`src/rtl/if_prefetch_pkg.sv`:
```
// Shared constants for the instruction-fetch prefetch unit.
package if_prefetch_pkg;

    localparam int          INSTR_BYTES      = 4;
    localparam int          ADDR_W_DEF       = 32;
    localparam int          DATA_W_DEF       = 32;
    localparam logic [31:0] DEFAULT_RESET_PC = 32'h0000_0000;

endpackage

```
`src/rtl/if_prefetch_if.sv`:
```
// Bundle of redirect, memory-port and decode-handshake signals of the fetch unit.
interface if_prefetch_if #(
    parameter int ADDR_W = if_prefetch_pkg::ADDR_W_DEF,
    parameter int DATA_W = if_prefetch_pkg::DATA_W_DEF
) ();

    logic              branch_taken;
    logic [ADDR_W-1:0] branch_addr;
    logic              rom_req;
    logic [ADDR_W-1:0] rom_addr;
    logic              rom_gnt;
    logic              rom_rvalid;
    logic [DATA_W-1:0] rom_rdata;
    logic              if_valid;
    logic [ADDR_W-1:0] if_pc;
    logic [DATA_W-1:0] if_instr;
    logic              id_ready;

    // Fetch unit side
    modport master (
        input  branch_taken, branch_addr, rom_gnt, rom_rvalid, rom_rdata, id_ready,
        output rom_req, rom_addr, if_valid, if_pc, if_instr
    );

    // Memory / decode environment side
    modport slave (
        output branch_taken, branch_addr, rom_gnt, rom_rvalid, rom_rdata, id_ready,
        input  rom_req, rom_addr, if_valid, if_pc, if_instr
    );

endinterface

```
`src/rtl/if_prefetch_sync_fifo.sv`:
```
// Synchronous FIFO with push/pop/flush and occupancy count; DEPTH must be a power of two.
module sync_fifo #(
    parameter int DEPTH = 4,
    parameter int WIDTH = 64
) (
    input  logic                       clk,
    input  logic                       rst,
    input  logic                       i_push,
    input  logic [WIDTH-1:0]           i_wdata,
    input  logic                       i_pop,
    input  logic                       i_flush,
    output logic [WIDTH-1:0]           o_rdata,
    output logic [$clog2(DEPTH+1)-1:0] o_count,
    output logic                       o_empty
);

    localparam int PTR_W = $clog2(DEPTH);
    localparam int CNT_W = $clog2(DEPTH + 1);

    logic [WIDTH-1:0] r_mem [DEPTH];
    logic [PTR_W-1:0] r_wr_ptr;
    logic [PTR_W-1:0] r_rd_ptr;
    logic [CNT_W-1:0] r_count;
    logic             w_push_ok;
    logic             w_pop_ok;

    assign w_push_ok = i_push && (r_count != CNT_W'(DEPTH));
    assign w_pop_ok  = i_pop && (r_count != '0);

    // Pointer and occupancy bookkeeping; flush empties the queue in one cycle
    always_ff @(posedge clk) begin
        if (!rst || i_flush) begin
            r_wr_ptr <= '0;
            r_rd_ptr <= '0;
            r_count  <= '0;
        end else begin
            if (w_push_ok) r_wr_ptr <= r_wr_ptr + PTR_W'(1);
            if (w_pop_ok)  r_rd_ptr <= r_rd_ptr + PTR_W'(1);
            case ({w_push_ok, w_pop_ok})
                2'b10:   r_count <= r_count + CNT_W'(1);
                2'b01:   r_count <= r_count - CNT_W'(1);
                default: r_count <= r_count;
            endcase
        end
    end

    // Storage array; contents need no reset because the count gates them
    always_ff @(posedge clk) begin
        if (w_push_ok && !i_flush) r_mem[r_wr_ptr] <= i_wdata;
    end

    assign o_rdata = r_mem[r_rd_ptr];
    assign o_count = r_count;
    assign o_empty = (r_count == '0);

endmodule

```
`src/rtl/if_prefetch.sv`:
```
// Decoupled instruction fetch: credit-limited request issue, in-order response
// tagging with the PC, prefetch queue towards decode, and redirect flushing.
module if_prefetch
    import if_prefetch_pkg::*;
#(
    parameter int                ADDR_W    = 32,
    parameter int                DATA_W    = 32,
    parameter int                DEPTH     = 4,
    parameter int                MAX_OUTST = 2,
    parameter logic [ADDR_W-1:0] RESET_PC  = ADDR_W'(DEFAULT_RESET_PC)
) (
    input  logic          clk,
    input  logic          rst,
    if_prefetch_if.master bus
);

    localparam int OST_W = $clog2(MAX_OUTST + 1);
    localparam int CNT_W = $clog2(DEPTH + 1);
    localparam int SUM_W = ((CNT_W > OST_W) ? CNT_W : OST_W) + 1;
    localparam logic [ADDR_W-1:0] STEP = ADDR_W'(INSTR_BYTES);

    logic [ADDR_W-1:0]        r_fpc;
    logic [ADDR_W-1:0]        r_rpc;
    logic [OST_W-1:0]         r_outst;
    logic [OST_W-1:0]         r_disc;
    logic [OST_W-1:0]         w_outst_next;
    logic [CNT_W-1:0]         w_count;
    logic                     w_empty;
    logic [ADDR_W+DATA_W-1:0] w_head;
    logic [SUM_W-1:0]         w_inflight;
    logic [ADDR_W-1:0]        w_target;
    logic                     w_req;
    logic                     w_grant;
    logic                     w_resp;
    logic                     w_push;
    logic                     w_valid;
    logic                     w_pop;
    logic                     w_unused_lsb;

    assign w_target     = {bus.branch_addr[ADDR_W-1:2], 2'b00};
    assign w_unused_lsb = ^bus.branch_addr[1:0];

    // Credit rule: every granted request already owns a queue slot for its response
    assign w_inflight = SUM_W'(w_count) + SUM_W'(r_outst);
    assign w_req      = rst && (r_outst < OST_W'(MAX_OUTST)) && (w_inflight < SUM_W'(DEPTH));
    assign w_grant    = w_req && bus.rom_gnt;
    // A response with nothing outstanding is a protocol violation and is ignored
    assign w_resp     = bus.rom_rvalid && (r_outst != '0);
    assign w_push     = w_resp && (r_disc == '0) && !bus.branch_taken;
    assign w_valid    = rst && !w_empty && !bus.branch_taken;
    assign w_pop      = w_valid && bus.id_ready;

    // Requests in flight after this edge, also the stale-drop count on redirect
    always_comb begin
        w_outst_next = r_outst;
        case ({w_grant, w_resp})
            2'b10:   w_outst_next = r_outst + OST_W'(1);
            2'b01:   w_outst_next = r_outst - OST_W'(1);
            default: w_outst_next = r_outst;
        endcase
    end

    // Outstanding-request counter
    always_ff @(posedge clk) begin
        if (!rst) r_outst <= '0;
        else      r_outst <= w_outst_next;
    end

    // Fetch address: advances on grant, reloaded on redirect (redirect wins)
    always_ff @(posedge clk) begin
        if (!rst)                  r_fpc <= RESET_PC;
        else if (bus.branch_taken) r_fpc <= w_target;
        else if (w_grant)          r_fpc <= r_fpc + STEP;
    end

    // Response tagging PC and stale-response discard count
    always_ff @(posedge clk) begin
        if (!rst) begin
            r_rpc  <= RESET_PC;
            r_disc <= '0;
        end else if (bus.branch_taken) begin
            r_rpc  <= w_target;
            r_disc <= w_outst_next;
        end else if (w_resp) begin
            if (r_disc != '0) r_disc <= r_disc - OST_W'(1);
            else              r_rpc  <= r_rpc + STEP;
        end
    end

    sync_fifo #(
        .DEPTH (DEPTH),
        .WIDTH (ADDR_W + DATA_W)
    ) u_queue (
        .clk     (clk),
        .rst     (rst),
        .i_push  (w_push),
        .i_wdata ({r_rpc, bus.rom_rdata}),
        .i_pop   (w_pop),
        .i_flush (bus.branch_taken),
        .o_rdata (w_head),
        .o_count (w_count),
        .o_empty (w_empty)
    );

    assign bus.rom_req  = w_req;
    assign bus.rom_addr = r_fpc;
    assign bus.if_valid = w_valid;
    assign bus.if_pc    = (rst && !w_empty) ? w_head[ADDR_W+DATA_W-1:DATA_W] : '0;
    assign bus.if_instr = (rst && !w_empty) ? w_head[DATA_W-1:0] : '0;

endmodule
```
`src/flat_wrapper.sv`:
```
// flat-port wrapper written by rule: the top's interface ports become plain ports
module if_prefetch_flat import if_prefetch_pkg::*;
#(
    parameter int                ADDR_W    = 32,
    parameter int                DATA_W    = 32,
    parameter int                DEPTH     = 4,
    parameter int                MAX_OUTST = 2,
    parameter logic [ADDR_W-1:0] RESET_PC  = ADDR_W'(DEFAULT_RESET_PC)
)
  (clk, rst, bus_branch_taken, bus_branch_addr, bus_rom_gnt, bus_rom_rvalid, bus_rom_rdata, bus_id_ready, bus_rom_req, bus_rom_addr, bus_if_valid, bus_if_pc, bus_if_instr);
  if_prefetch_if #(.ADDR_W(ADDR_W), .DATA_W(DATA_W)) bus_i ();
  input  logic clk;
  input  logic rst;
  input wire logic [$bits(bus_i.branch_taken)-1:0] bus_branch_taken;
  input wire logic [$bits(bus_i.branch_addr)-1:0] bus_branch_addr;
  input wire logic [$bits(bus_i.rom_gnt)-1:0] bus_rom_gnt;
  input wire logic [$bits(bus_i.rom_rvalid)-1:0] bus_rom_rvalid;
  input wire logic [$bits(bus_i.rom_rdata)-1:0] bus_rom_rdata;
  input wire logic [$bits(bus_i.id_ready)-1:0] bus_id_ready;
  output wire logic [$bits(bus_i.rom_req)-1:0] bus_rom_req;
  output wire logic [$bits(bus_i.rom_addr)-1:0] bus_rom_addr;
  output wire logic [$bits(bus_i.if_valid)-1:0] bus_if_valid;
  output wire logic [$bits(bus_i.if_pc)-1:0] bus_if_pc;
  output wire logic [$bits(bus_i.if_instr)-1:0] bus_if_instr;
  assign bus_i.branch_taken = bus_branch_taken;
  assign bus_i.branch_addr = bus_branch_addr;
  assign bus_i.rom_gnt = bus_rom_gnt;
  assign bus_i.rom_rvalid = bus_rom_rvalid;
  assign bus_i.rom_rdata = bus_rom_rdata;
  assign bus_i.id_ready = bus_id_ready;
  assign bus_rom_req = bus_i.rom_req;
  assign bus_rom_addr = bus_i.rom_addr;
  assign bus_if_valid = bus_i.if_valid;
  assign bus_if_pc = bus_i.if_pc;
  assign bus_if_instr = bus_i.if_instr;
  if_prefetch #(.ADDR_W(ADDR_W), .DATA_W(DATA_W), .DEPTH(DEPTH), .MAX_OUTST(MAX_OUTST), .RESET_PC(RESET_PC)) u_core (.clk(clk), .rst(rst), .bus(bus_i));
endmodule
```
`config.mk`:
```
export PLATFORM = sky130hd
export DESIGN_NAME = if_prefetch_flat
export DESIGN_NICKNAME = d
export VERILOG_FILES = /design/src/rtl/if_prefetch_pkg.sv /design/src/rtl/if_prefetch_if.sv /design/src/rtl/if_prefetch_sync_fifo.sv /design/src/rtl/if_prefetch.sv /design/src/flat_wrapper.sv
export SDC_FILE = /design/constraint.sdc
export NUM_CORES = 1
export LEC_CHECK = 0
export BUFFER_PORTS_ARGS = -buffer_cell sky130_fd_sc_hd__buf_4
export CAP_MARGIN = 30
export CORE_UTILIZATION = 52
export CTS_CLUSTER_SIZE = 12
export DETAILED_ROUTE_END_ITERATION = 16
export PLACE_DENSITY = 0.76
export SLEW_MARGIN = 10
export SYNTH_ARGS = -nofsm -noshare
export SYNTH_HDL_FRONTEND = slang
export SYNTH_SLANG_ARGS = --single-unit
```
`constraint.sdc`:
```
create_clock -name clk -period 3.1 [get_ports clk]
set_clock_uncertainty 0.15 [all_clocks]
set_input_delay 0.465 -clock clk [delete_from_list [all_inputs] [get_ports clk]]
set_output_delay 0.465 -clock clk [all_outputs]
set_load 0.05 [all_outputs]
```
# After elaboration in Yosys (flattened, before gate mapping)
# Memory sizes are Yosys's and may differ from the RTL's. A register that Yosys moved wholly into a read port is not among the register bits.
# Cells that the tools add are included.
# word_totals
ff_bits	75
latch_bits	0
mem_bits_rw	256
romBits	0
inputBits	70
output_inout_bits	98
mem_count	1
# mem_list
memory	depth	width	rd	rd_clocked_by_memory_dff	write_ports	line	source
u_core.u_queue.r_mem	4	64	1	1	1	if_prefetch_sync_fifo.sv:20	logic [WIDTH-1:0] r_mem [DEPTH];
# op_classes
n_addsub	10
multipliers	0
n_div	0
n_lt_le_gt_ge	2
n_eq_ne	6
shifts	0
muxes	16
n_bitwise	2
n_reduce_logical	29
# op_table
cell	count
2-to-1 mux 32 bit	7
adder 32 x 3 -> 32 bit (second input constant)	2
logical AND 1 bit	12
nonzero test 2 bit	6
2-to-1 mux 2 bit	5
adder 2 x 1 -> 2 bit (second input constant)	3
case mux 3 bit (2 select lines)	1
AND reduction 2 bit	3
adder 3 x 2 -> 4 bit	1
equality test 2 x 1 -> 1 bit (second input constant)	2
equality test 2 bit (second input constant)	2
< comparator 4 x 3 -> 1 bit (second input constant)	1
case mux 2 bit (2 select lines)	1
subtractor 2 x 1 -> 2 bit (second input constant)	2
adder 3 x 1 -> 3 bit (second input constant)	1
zero test 1 bit	3
zero test 3 bit	1
!= test 3 bit (second input constant)	1
nonzero test 3 bit	1
subtractor 3 x 1 -> 3 bit (second input constant)	1
zero test 2 bit	1
< comparator 2 bit (second input constant)	1
2-to-1 mux 1 bit	2
!= test 2 bit (second input constant)	1
other kinds (3)	4

# Depth between registers and ports, before layout
# Gate-level depths: netlist of the first run.
# logic_depth
word_depth	8
depth_mapped	11
ltp_nobuf	11

# Cells and area by module
# Synthesis of the first run repeated with hierarchy kept, for this count alone.
# unflattened
cells_unflattened	923
hier_area_um2	13994.7
# modules_own_cells
mod	instances	cells_per_inst	area_per_inst_um2
sync_fifo	1	389	9788.1
if_prefetch	1	534	4206.5

# Worst setup path before layout of the first run
# OpenSTA, ideal clock, no wires.
# synth_path
path_type	input-to-reg
startpoint	in bus_branch_taken
endpoint	reg u_core.u_queue.r_count[2] (netlist: u_core.u_queue.o_count[2])
setup_time_ns	0.070
t_arrival_ns	3.189
required_time_ns	2.880
slack_ns	-0.310
cell_stages	11
cell_sequence	clkbuf_1 -> or2b_1 -> clkbuf_1 -> nor2_1 -> and2_1 -> ha_1 -> inv_1 -> fa_1 -> xor2_1 -> or3_1 -> a21oi_1
# synth_between
elab_chain_cells	6
elab_cells_between_ends	11
classes_between	eq/ne: 2; mux: 1; reduce/logical: 8
# synth_lines
element	line	source
start: declaration	flat_wrapper.sv:14	input wire logic [$bits(bus_i.branch_taken)-1:0] bus_branch_taken;
zero test 1 bit (*)	if_prefetch.sv:50	assign w_valid = rst && !w_empty && !bus.branch_taken;
logical AND 1 bit (*)	if_prefetch.sv:50	
net bus_if_valid	flat_wrapper.sv:22	output wire logic [$bits(bus_i.if_valid)-1:0] bus_if_valid;
logical AND 1 bit (*)	if_prefetch.sv:51	assign w_pop = w_valid && bus.id_ready;
logical AND 1 bit (*)	if_prefetch_sync_fifo.sv:28	assign w_pop_ok = i_pop && (r_count != '0);
net u_core.u_queue.w_pop_ok	if_prefetch_sync_fifo.sv:25	logic w_pop_ok;
equality test 2 x 1 -> 1 bit / equality test 2 bit (equally long branches)	if_prefetch_sync_fifo.sv:39	case ({w_push_ok, w_pop_ok})
case mux 3 bit (2 select lines) / nonzero test 2 bit (equally long branches)	--	
end signal: assignment	if_prefetch_sync_fifo.sv:40	2'b10: r_count <= r_count + CNT_W'(1);
end signal: assignment	if_prefetch_sync_fifo.sv:41	2'b01: r_count <= r_count - CNT_W'(1);
end signal: assignment	if_prefetch_sync_fifo.sv:42	default: r_count <= r_count;
end: declaration	if_prefetch_sync_fifo.sv:23	logic [CNT_W-1:0] r_count;
# Mark *: on every way through the listed nets, which the timed path passes. The rest lies on a longest branch.
# A chain may end at the register's enable or synchronous reset.

# Worst setup path after layout of the first run
# layout_path
startpoint	reg u_core.u_queue.r_count[2] (netlist: u_core.u_queue.o_count[2])
endpoint	out bus_if_instr[10]
# layout_between
elab_chain_cells	4
# layout_lines
element	line	source
zero test 3 bit	if_prefetch_sync_fifo.sv:54	assign o_empty = (r_count == '0);
zero test 1 bit	if_prefetch.sv:109	assign bus.if_instr = (rst && !w_empty) ? w_head[DATA_W-1:0] : '0;
logical AND 1 bit	if_prefetch.sv:109	
2-to-1 mux 32 bit	if_prefetch.sv:109	
end: declaration	flat_wrapper.sv:24	output wire logic [$bits(bus_i.if_instr)-1:0] bus_if_instr;
# Every way passes these cells.

==> out/metrics.yaml, run 1 <==
global_route:
  grt_pass1_vias: 7743
  antenna_found_initial: 0
  overflow: 0
  grt_max_degree: 63
  track_usage_pct: 21.2
  grt_pass1_wl_um: 42300
synth:
  synth_cell_types: 46
  synthCells: 832
  synthArstFlopShare_pct: 0
  syn_area_sq_um: 13000
  ys_warn_count: 0
  ys_ff_latch: 321
  ys_seq_area_share_pct: 68.5
  postSynthAreaPerCell_sq_um: 15.6
  synth-main-ff-cell: "edfxtp_1"
  synth_edf_count: 248
setup_path:
  path_common_cell: "buf_4"
  required_ns: 2.48
  startpoint_type: "register"
  critPathCaptureType: "output port"
  critical-path-top-delay-family: "simple AND/OR/NAND/NOR gates"
  critPathBufInv: 2
  slowest_stage: "nand2b_2"
  crit_chain: "nor3_1 -> nand2b_2 -> buf_4 -> nor2b_1 -> buf_4"
  cp.arrival_ns: 2.21
  path_max_fanout: 21
  path_class: "register to output port"
  critPathMaxStageDelay_ns: 0.40
routing:
  routed_wl_um: 26600
  drc: 0
  via_per_inst: 5.50
  vias: 7648
  drt-initial-drc-count: 476
  antenna_left: 0
  first_pass_iters: 7
  wl_per_cell_um: 19.2
place:
  gp_congestion: 0.857
  dp_worst_setup_slack_ns: 0.225
  placed_cells: 1296
  port_buffers: 161
  place_area_sq_um: 14700
  dp_hpwl_um: 16800
floorplan:
  ios: 168
  dieArea_sq_um: 25700
  core_area_sq_um: 24500
  dieHeight_um: 160
  die_w_um: 160
  rows: 57
  start_util_pct: 53.2
timing:
  timing.final.crit_share_pct: 91.3
  relSlewSlack_pct: 48.1
  finalHoldViolCount: 0
  tns_ns: 0
  setup_viol: 0
  worst_pin_slew_ns: 0.775
  whs_ns: 0.0962
  fin_crit_ns: 2.83
  rsz0062_at_grt: "false"
  finalWorstSetupSlack_ns: 0.271
  report.final.slew_viol_count: 0
  clock.fmax_mhz: 353
pwr:
  seqPwrFrac_pct: 54.0
  swShare_pct: 22.8
  combPwrFrac_pct: 9.4
  p_int_w: 0.00710
  switchingPower_w: 0.00210
  ir_drop_v: 0.000457
  power_frac_clock_pct: 36.6
  p_per_area_nw_per_um2: 577
  leakage_nw: 5.40
finish:
  drive_gt1_share_pct: 28.2
  area_growth_pct: 22.4
  stdcell_area_sq_um: 15900
  final_cell_mix: "edfxtp_1 (248), buf_4 (184), dfxtp_1 (71), nor2b_1 (63), mux4_2 (62)"
  final_cells: 1390
  final_common_cell: "edfxtp_1"
  nNetsFinal: 1123
  antenna_cells: 0
run:
  drv_cap: 0
clock_tree:
  path_clk_slew_ns: 0.06
  cts_max_level: 1
  clk_path_buf_depth: 3
  cts_tree: "built"
  insertion_delay_ns: 0.55
  clock-sinks: 321
  cts_root_buffer: "clkbuf_16"
  cts_buffers: 31
min_path:
  hold_class: "input port to register"
outcome:
  status: "completed"
==> cell families (layout without fill, tap and decap cells) <==
| logic type | after synthesis | count (layout) | share of synthesized area [%] |
|---|---|---|---|
| simple gates | 205 | 205 | 8.87 |
| buf+inv | 63 | 294 | 2.02 |
| mux | 64 | 64 | 10.9 |
| xor+xnor | 64 | 64 | 4.31 |
| other cells | 1 | 4 | 0.0288 |
| fa+ha+maj | 11 | 11 | 1.12 |
| compound gates | 103 | 103 | 4.32 |
| flops | 321 | 321 | 68.5 |
==> synth_stat cells, drive strengths merged, types with 8 or more instances <==
master	number	share of area, %
xor2	28	1.9
and2	8	0.38
ha	10	0.96
nand2	24	0.69
nand4	16	0.77
edfxtp	248	57
buf	14	0.61
mux4	62	11
nand3	21	0.81
dfxtp	73	11
nor3	16	0.62
inv	17	0.49
o21ai	31	1.2
nor4	8	0.38
and3	10	0.48
nor2b	63	3.0
clkbuf	32	0.92
xnor2	36	2.4
nor2	24	0.69
a21oi	58	2.2
==> per-stage QoR <==
stage / power, W / utilization, %
2_1_floorplan: 0.00558 / -
3_3_place_gp: 0.00587 / 60.0
3_5_place_dp: 0.00589 / 60.0
4_1_cts: 0.00925 / 65.0
5_1_grt: 0.00951 / 65.1
6_report: 0.00920 / 65.1
==> path summary, 6_finish.rpt <==
path                            cells past startpoint                     endpoint  slack [ns]                       from
worst min-delay path                                3             u_core.r_disc[1]         0.1           bus_branch_taken
worst min register to register                      0  u_core.u_queue.r_mem[2][57]        0.39           u_core.r_rpc[25]
worst max register to register                      7      u_core.bus.rom_addr[23]        0.34          u_core.r_outst[1]
worst max-delay path                                5             bus_if_instr[10]        0.27  u_core.u_queue.o_count[2]
==> registers in the layout, indices dropped and copies added (netlist names), named ones only <==
signal / cells
u_core.u_queue.r_mem: 248
u_core.bus.rom_addr: 30
u_core.r_rpc: 30
u_core.u_queue.r_rd_ptr: 2
u_core.r_disc: 2
u_core.u_queue.o_count: 3
u_core.r_outst: 2
u_core.u_queue.r_wr_ptr: 2
==> layout make-up <==
cell class / instances / area (sq um)
clock buffer: 54 / 880
clock inverter: 3 / 13.8
fill: 1770 / 8530
inverter: 17 / 63.8
multi-input combinational: 451 / 3870
sequential: 321 / 8910
tap: 324 / 405
timing repair buffer: 220 / 1780
==> power groups by stage <==
stage,Sequential [W],Combinational (W),Clock [W]
2_1_floorplan,0.00510,0.000479,0
3_3_place_gp,0.00505,0.000820,0
3_5_place_dp,0.00506,0.000832,0
4_1_cts,0.00497,0.000869,0.00341
5_1_grt,0.00499,0.000929,0.00359
6_report,0.00497,0.000863,0.00337
==> tightest hold or removal path: cells and delay by family <==
kind | cells | cell delay [ns]
buffers and inverters | 1 | 0.15
and+or+nand+nor | 1 | 0.06
AOI/OAI and AO/OA | 1 | 0.07
==> routing by layer <==
| metal | track usage [%] | up-vias | wire length [um] |
|---|---|---|---|
| met1 | 29.4 | 3803 | 11600 |
| met4 | 4.98 | 0 | 405 |
| met3 | 3.45 | 29 | 1630 |
| met2 | 35.5 | 227 | 13000 |
| li1 | - | 3589 | - |
| met5 | 0 | - | 0 |
==> timing repair <==
action	in CTS	in global routing
gates resized for setup	0	0
setup buffers	0	5
hold buffers	32	0
setup endpoints to repair	0	1
hold endpoints to repair	128	0
No activity file was read; power rests on OpenSTA's default activity.
==> inputs of run 2 (changes only) <==
--- a/constraint.sdc
+++ b/constraint.sdc
@@ -3,3 +3,3 @@
 set_input_delay 0.465 -clock clk [delete_from_list [all_inputs] [get_ports clk]]
 set_output_delay 0.465 -clock clk [all_outputs]
-set_load 0.05 [all_outputs]
+set_load 0.01 [all_outputs]
==> run 2 against run 1 <==
  * Utilization down 0.57 points
  * Critical endpoint is now bus_if_pc[20]
  * Setup slack improved by 0.00094 ns
  * Hold slack lost 0.075 ns
  * Sequential power hardly changed
==> out/metrics.yaml, run 2 (same netlist as run 1, synthesis figures left out) <==
timing:
  relSlewSlack_pct: 54.8  # +6.6 points
  tns_ns: 0  # unchanged
  setup_viol: 0  # unchanged
  finalHoldViolCount: 0  # unchanged
  report.final.slew_viol_count: 0  # unchanged
  timing.final.crit_share_pct: 91.2  # about the same
  whs_ns: 0.0207  # -0.0754 ns
  worst_pin_slew_ns: 0.676  # -0.0989 ns
  rsz0062_at_grt: "false"
  clock.fmax_mhz: 354  # about the same
  fin_crit_ns: 2.83  # -0.000943 ns
finish:
  antenna_cells: 0  # unchanged
  final_cell_mix: "edfxtp_1 (248), buf_4 (170), dfxtp_1 (71), nor2b_1 (63), mux4_2 (62)"
  ff_latch_area_sq_um: 8910  # unchanged
  largest_reg_flops: 248  # unchanged
  nNetsFinal: 1089  # -3.0%
  area_growth_pct: 21.3
  fillCellCount: 1776  # +0.34%
  drive_gt1_share_pct: 29.1  # +0.82 points
  final_common_cell: "edfxtp_1"
  top_register: "u_core.u_queue.r_mem"
  post-route-util_pct: 64.5  # -0.57 points
  multi_input_area_sq_um: 3870  # about the same
setup_path:
  endpoint: "bus_if_pc[20]"
  startpoint_type: "register"
  reg2reg_depth: 6  # -1
  r2r-end: "u_core.bus.rom_addr[25]"
  slowest_stage: "mux4_2"
  cp.arrival_ns: 2.21  # about the same
  crit_chain: "buf_12 -> mux4_2 -> nor2b_1 -> buf_4"
  critical-path-top-delay-family: "multiplexers"
  reg2reg_from: "u_core.r_outst[1]"
  critPathMaxStageDelay_ns: 0.58  # +0.18 ns
  r2r_setup_slack_ns: 0.37  # +0.03 ns
  critPathCaptureType: "output port"
  critPathBufInv: 2  # unchanged
  path_max_fanout: 62  # +200%
  required_ns: 2.48  # about the same
  path_class: "register to output port"
  path_depth: 4  # -1
floorplan:
  core_area_sq_um: 24500  # unchanged
  rows: 57  # unchanged
  start_util_pct: 53.2  # unchanged
  ios: 168  # unchanged
  dieHeight_um: 160  # unchanged
  die_w_um: 160  # unchanged
  dieArea_sq_um: 25700  # unchanged
global_route:
  grt_pass1_wl_um: 41800  # -1.1%
  track_usage_pct: 21.2  # about the same
  overflow: 0  # unchanged
  antenna_found_initial: 0  # unchanged
  grt_max_degree: 63  # unchanged
  grt_pass1_vias: 7537  # -2.7%
clock_tree:
  cts_buffers: 34  # +9.7%
  post_cts_buffers: 0  # unchanged
  cts_tree: "built"
  insertion_delay_ns: 0.50  # -0.05 ns
  cts_resized: 0  # unchanged
  path_clk_slew_ns: 0.06  # about the same
  clk_path_buf_depth: 3  # unchanged
  clock-sinks: 321  # unchanged
  hold_buffers: 2  # -94%
  cts_max_level: 2  # +1
  cts_root_buffer: "clkbuf_16"
routing:
  antenna_left: 0  # unchanged
  vias: 7602  # -0.60%
  wl_per_cell_um: 20.0  # +4.6%
  drc: 0  # unchanged
  first_pass_iters: 5  # -2
  drt-initial-drc-count: 503  # +5.7%
  via_per_inst: 5.62  # +2.1%
  routed_wl_um: 27100  # +1.8%
place:
  port_buffers: 161  # unchanged
  gp_congestion: 0.874  # +2.0%
  dp_hpwl_um: 17000  # +1.2%
min_path:
  hold_class: "input port to register"
pwr:
  ir_drop_v: 0.000354  # -23%
  leakage_nw: 5.33  # -1.3%
  p_per_area_nw_per_um2: 597  # +3.4%
outcome:
  status: "completed"
run:
  drv_cap: 0  # unchanged
==> run 2: cell types whose count changed in the layout (fill, tap and decap cells not counted), sizes merged <==
cell / change
dlygate4sd3: -29
buf: -8
bufinv: +1
inv: +1
clkbuf: -3
clkinv: +1
==> run 2: final cells by class <==
class | count | area share, %
multi-input cells | 451 | 24.5
inverters | 17 | 0.404
flip-flops and latches | 321 | 56.5
well taps | 324 | 2.57
repair buffers | 183 | 9.54
clock buffers | 51 | 6.18
clock inverters | 6 | 0.357
==> run 2: routing by layer <==
metal,GRT usage (%),part of all wire (%),vias up
met5,0,0,-
met4,6.32,2.1,0
met3,3.53,5.3,36
met2,34.3,49,246
met1,29.8,44,3808
li1,-,-,3512
==> run 2: stage by stage <==
stage               worst slack [ns]  power (W)  area (sq um)  instances
floorplan                      0.241    0.00544         13000        835
global placement               0.415    0.00573         14700       1293
detailed placement             0.398    0.00575         14700       1293
CTS                            0.212    0.00951         15800       1352
global route                   0.151    0.00976         15800       1353
finish                         0.272    0.00943         15800       1353
==> run 2: power breakdown <==
part	total [W]	switching, W	internal, W
clock	0.00377	0.00152	0.00225
combinational	0.000690	0.000342	0.000348
sequential	0.00497	0.000148	0.00482
==> run 2: how the worst min path moves through the flow <==
stage / startpoint / to / slack [ns] / cells after the start
6_report: bus_rom_rdata[1] / u_core.u_queue.r_mem[1][1] / 0.02 / 1
5_1_grt: bus_rom_rdata[31] / u_core.u_queue.r_mem[3][31] / 0.002 / 1
4_1_cts: bus_rom_rdata[1] / u_core.u_queue.r_mem[1][1] / 0.0002 / 1
3_5_place_dp: u_core.u_queue.o_count[2] / u_core.u_queue.o_count[2] / 0.38 / 2
3_3_place_gp: u_core.u_queue.r_rd_ptr[1] / register / 0.35 / 2
2_1_floorplan: u_core.r_rpc[31] / u_core.u_queue.r_mem[0][63] / 0.33 / 0
==> inputs of run 3 (changes only) <==
Settings changed: ABC_AREA set to 1, CAP_MARGIN 30 to 10, CORE_UTILIZATION 52 to 53, GPL_TIMING_DRIVEN set to 0.
==> run 3 against run 2 <==
  * Setup slack worse by 0.15 ns
  * Sequential cell count unchanged
  * Utilization up 0.55 points
  * Critical path depth up 2
  * Highest routed layer unchanged
==> out/metrics.yaml, run 3 <==
finish:
  drive_gt1_share_pct: 16.6  # -12 points
  post-route-util_pct: 65.1  # +0.55 points
  largest_reg_flops: 248  # unchanged
  nNetsFinal: 1853  # +70%
  top_register: "u_core.u_queue.r_mem"
  final_cells: 2131  # +58%
  final_common_cell: "nor2_1"
  final_cell_mix: "nor2_1 (335), edfxtp_1 (248), nand2_1 (245), buf_4 (169), o21ai_0 (158)"
  area_growth_pct: 20.9
  antenna_cells: 0  # unchanged
timing:
  relSlewSlack_pct: 51.6  # -3.2 points
  finalHoldViolCount: 0  # unchanged
  worst_pin_slew_ns: 0.725  # +0.0483 ns
  setup_viol: 0  # unchanged
  report.final.slew_viol_count: 0  # unchanged
  clock.fmax_mhz: 335  # -5.1%
  rsz0062_at_grt: "false"
  finalWorstSetupSlack_ns: 0.118  # -0.153 ns
  timing.final.crit_share_pct: 96.2  # +4.9 points
  fin_crit_ns: 2.98  # +0.153 ns
place:
  placed_cells: 2061  # +59%
  dp_worst_setup_slack_ns: 0.263  # -0.135 ns
  port_buffers: 161  # unchanged
  dp_hpwl_um: 26300  # +55%
  gp_congestion: 0.958  # +9.5%
synth:
  synth_edf_count: 248  # unchanged
  synthArstFlopShare_pct: 0  # unchanged
  syn_area_sq_um: 14500  # +11%
  synthTopCellsByArea: "edfxtp_1 (51%), dfxtp_1 (10%), nor2_1 (8.8%), nand2_1 (6.4%), o21ai_0 (5.5%)"
  ys_warn_count: 0  # unchanged
  synth_common_cells: "nor2_1 (339), edfxtp_1 (248), nand2_1 (245), o21ai_0 (158), a21oi_1 (121)"
  ys_seq_area_share_pct: 61.6  # -6.9 points
  postSynthAreaPerCell_sq_um: 9.35  # -40%
  synth_top_area_share_pct: 51.5  # -5.8 points
  yosysMostFrequentCell: "nor2_1"
  ys_ff_latch: 321  # unchanged
  synth-main-ff-cell: "edfxtp_1"
  synth_cell_types: 42  # -8.7%
  synth_top_cell_by_area: "edfxtp_1"
  synthCells: 1547  # +86%
floorplan:
  start_util_pct: 53.8  # +0.64 points
  dieArea_sq_um: 28000  # +9.0%
  die_w_um: 167  # +4.4%
  dieHeight_um: 167  # +4.4%
  rows: 60  # +5.3%
  ios: 168  # unchanged
  core_area_sq_um: 26900  # +9.9%
setup_path:
  required_ns: 2.48  # about the same
  r2r-end: "u_core.u_queue.r_mem[3][28]"
  startpoint_type: "register"
  slowest_stage: "clkbuf_1"
  critical-path-top-delay-family: "buffers and inverters"
  path_max_fanout: 10  # -84%
  critPathCaptureType: "output port"
  path_class: "register to output port"
  critPathMaxStageDelay_ns: 0.49  # -0.09 ns
  reg2reg_from: "u_core.r_disc[0]"
  reg2reg_depth: 10  # +4
  critPathBufInv: 3  # +1
  cp.arrival_ns: 2.37  # +0.16 ns
  r2r_setup_slack_ns: 0.34  # -0.03 ns
  crit_chain: "inv_1 -> nand3_1 -> nand2_1 -> clkbuf_1 -> a21oi_1 -> buf_4"
routing:
  vias: 11700  # +54%
  routed_wl_um: 38100  # +41%
  via_per_inst: 5.49  # -2.3%
  wl_per_cell_um: 17.9  # -11%
  antenna_left: 0  # unchanged
  drt-initial-drc-count: 1214  # +140%
  first_pass_iters: 7  # +2
  drc: 0  # unchanged
pwr:
  finalPower_w: 0.00950  # +0.74%
  p_per_area_nw_per_um2: 543  # -9.1%
  leakage_nw: 6.61  # +24%
  ir_drop_v: 0.000323  # -8.8%
clock_tree:
  clock-sinks: 321  # unchanged
  clk_path_buf_depth: 3  # unchanged
  cts_root_buffer: "clkbuf_16"
  cts_max_level: 2  # unchanged
  cts_tree: "built"
  cts_buffers: 34  # unchanged
  post_cts_buffers: 0  # unchanged
  insertion_delay_ns: 0.50  # about the same
  path_clk_slew_ns: 0.06  # about the same
min_path:
  hp-start: "bus_rom_rdata[28]"
  hold_class: "input port to register"
  hold_depth: 1  # unchanged
  hold_end: "u_core.u_queue.r_mem[2][28]"
run:
  drv_cap: 0  # unchanged
global_route:
  grt_pass1_wl_um: 60000  # +43%
  grt_max_degree: 26  # -59%
  antenna_found_initial: 0  # unchanged
  grt_pass1_vias: 11300  # +50%
  overflow: 0  # unchanged
  track_usage_pct: 27.4  # +6.2 points
outcome:
  status: "completed"
-- run 3: how the worst max path moves through the flow --
stage	startpoint	end	slack (ns)	depth (start not counted)
floorplan	u_core.r_disc[0]	u_core.u_queue.r_mem[0][0]	-0.15	8
global placement	bus_rom_rvalid	u_core.u_queue.r_mem[1][28]	-1.53	7
detailed placement	bus_rom_rvalid	u_core.u_queue.r_mem[3][26]	0.26	9
CTS	register	bus_if_pc[10]	0.04	7
global route	u_core.u_queue.o_count[0]	bus_if_pc[22]	0.00003	6
finish	u_core.u_queue.o_count[0]	bus_if_pc[9]	0.12	6
-- run 3: power breakdown --
part	internal, W	total [W]	switching, W	leakage, nW
registers	0.00480	0.00495	0.000146	2.86
logic	0.000324	0.000841	0.000517	3.28
clock network	0.00215	0.00371	0.00156	0.479
total	0.00727	0.00950	0.00222	6.61
-- run 3: cells by family after synthesis --
logic type / share of synthesized area, %
compound gates: 11.5
flops: 61.6
simple gates: 19.4
buf+inv: 5.63
fa+ha+maj: 1.00
other cells: 0.0259
xor+xnor: 0.847
-- run 3: per-stage QoR --
step	setup TNS (ns)	cell area, sq um	hold WS (ns)
after floorplan	-37.05	14500	0.292
after global placement	-362.63	16100	0.308
after detailed placement	0	16300	0.330
after CTS	0	17500	0.000209
after global routing	0	17500	0.0000969
final	0	17500	0.00865
-- run 3: cell type report --
type,instances,area (sq um)
Clock inverter,7,61.3
Fill cell,2111,9380
Timing Repair Buffer,186,1560
Buffer,72,367
Tap cell,341,427
Inverter,121,457
Multi-Input combinational cell,1036,4790
Clock buffer,47,921
Sequential cell,321,8910
-- run 3: worst register-to-register path, cell delays in order (launching register included) --
cell and delay [ns]:
dfxtp_1 0.31, inv_1 0.07, ha_1 0.14, inv_1 0.09, nor2_8 0.23, inv_4 0.08
nor2_4 0.13, nand2_2 0.19, nor2_4 0.58, buf_12 0.29, buf_16 0.21
-- run 3: what timing repair did --
action | in CTS | in global routing
gates resized for setup | 1 | 13
endpoints found under the setup margin | 2 | 20
hold buffers | 16 | 0
hold endpoints to repair | 59 | 0
-- run 3: metal layers --
metal	global-route usage [%]	vias to the layer above	part of all wire, %
met5	0	-	0
met4	9.57	0	3.2
met3	4.02	91	8.0
met2	46.9	554	49
met1	35.7	5423	40
li1	-	5635	-
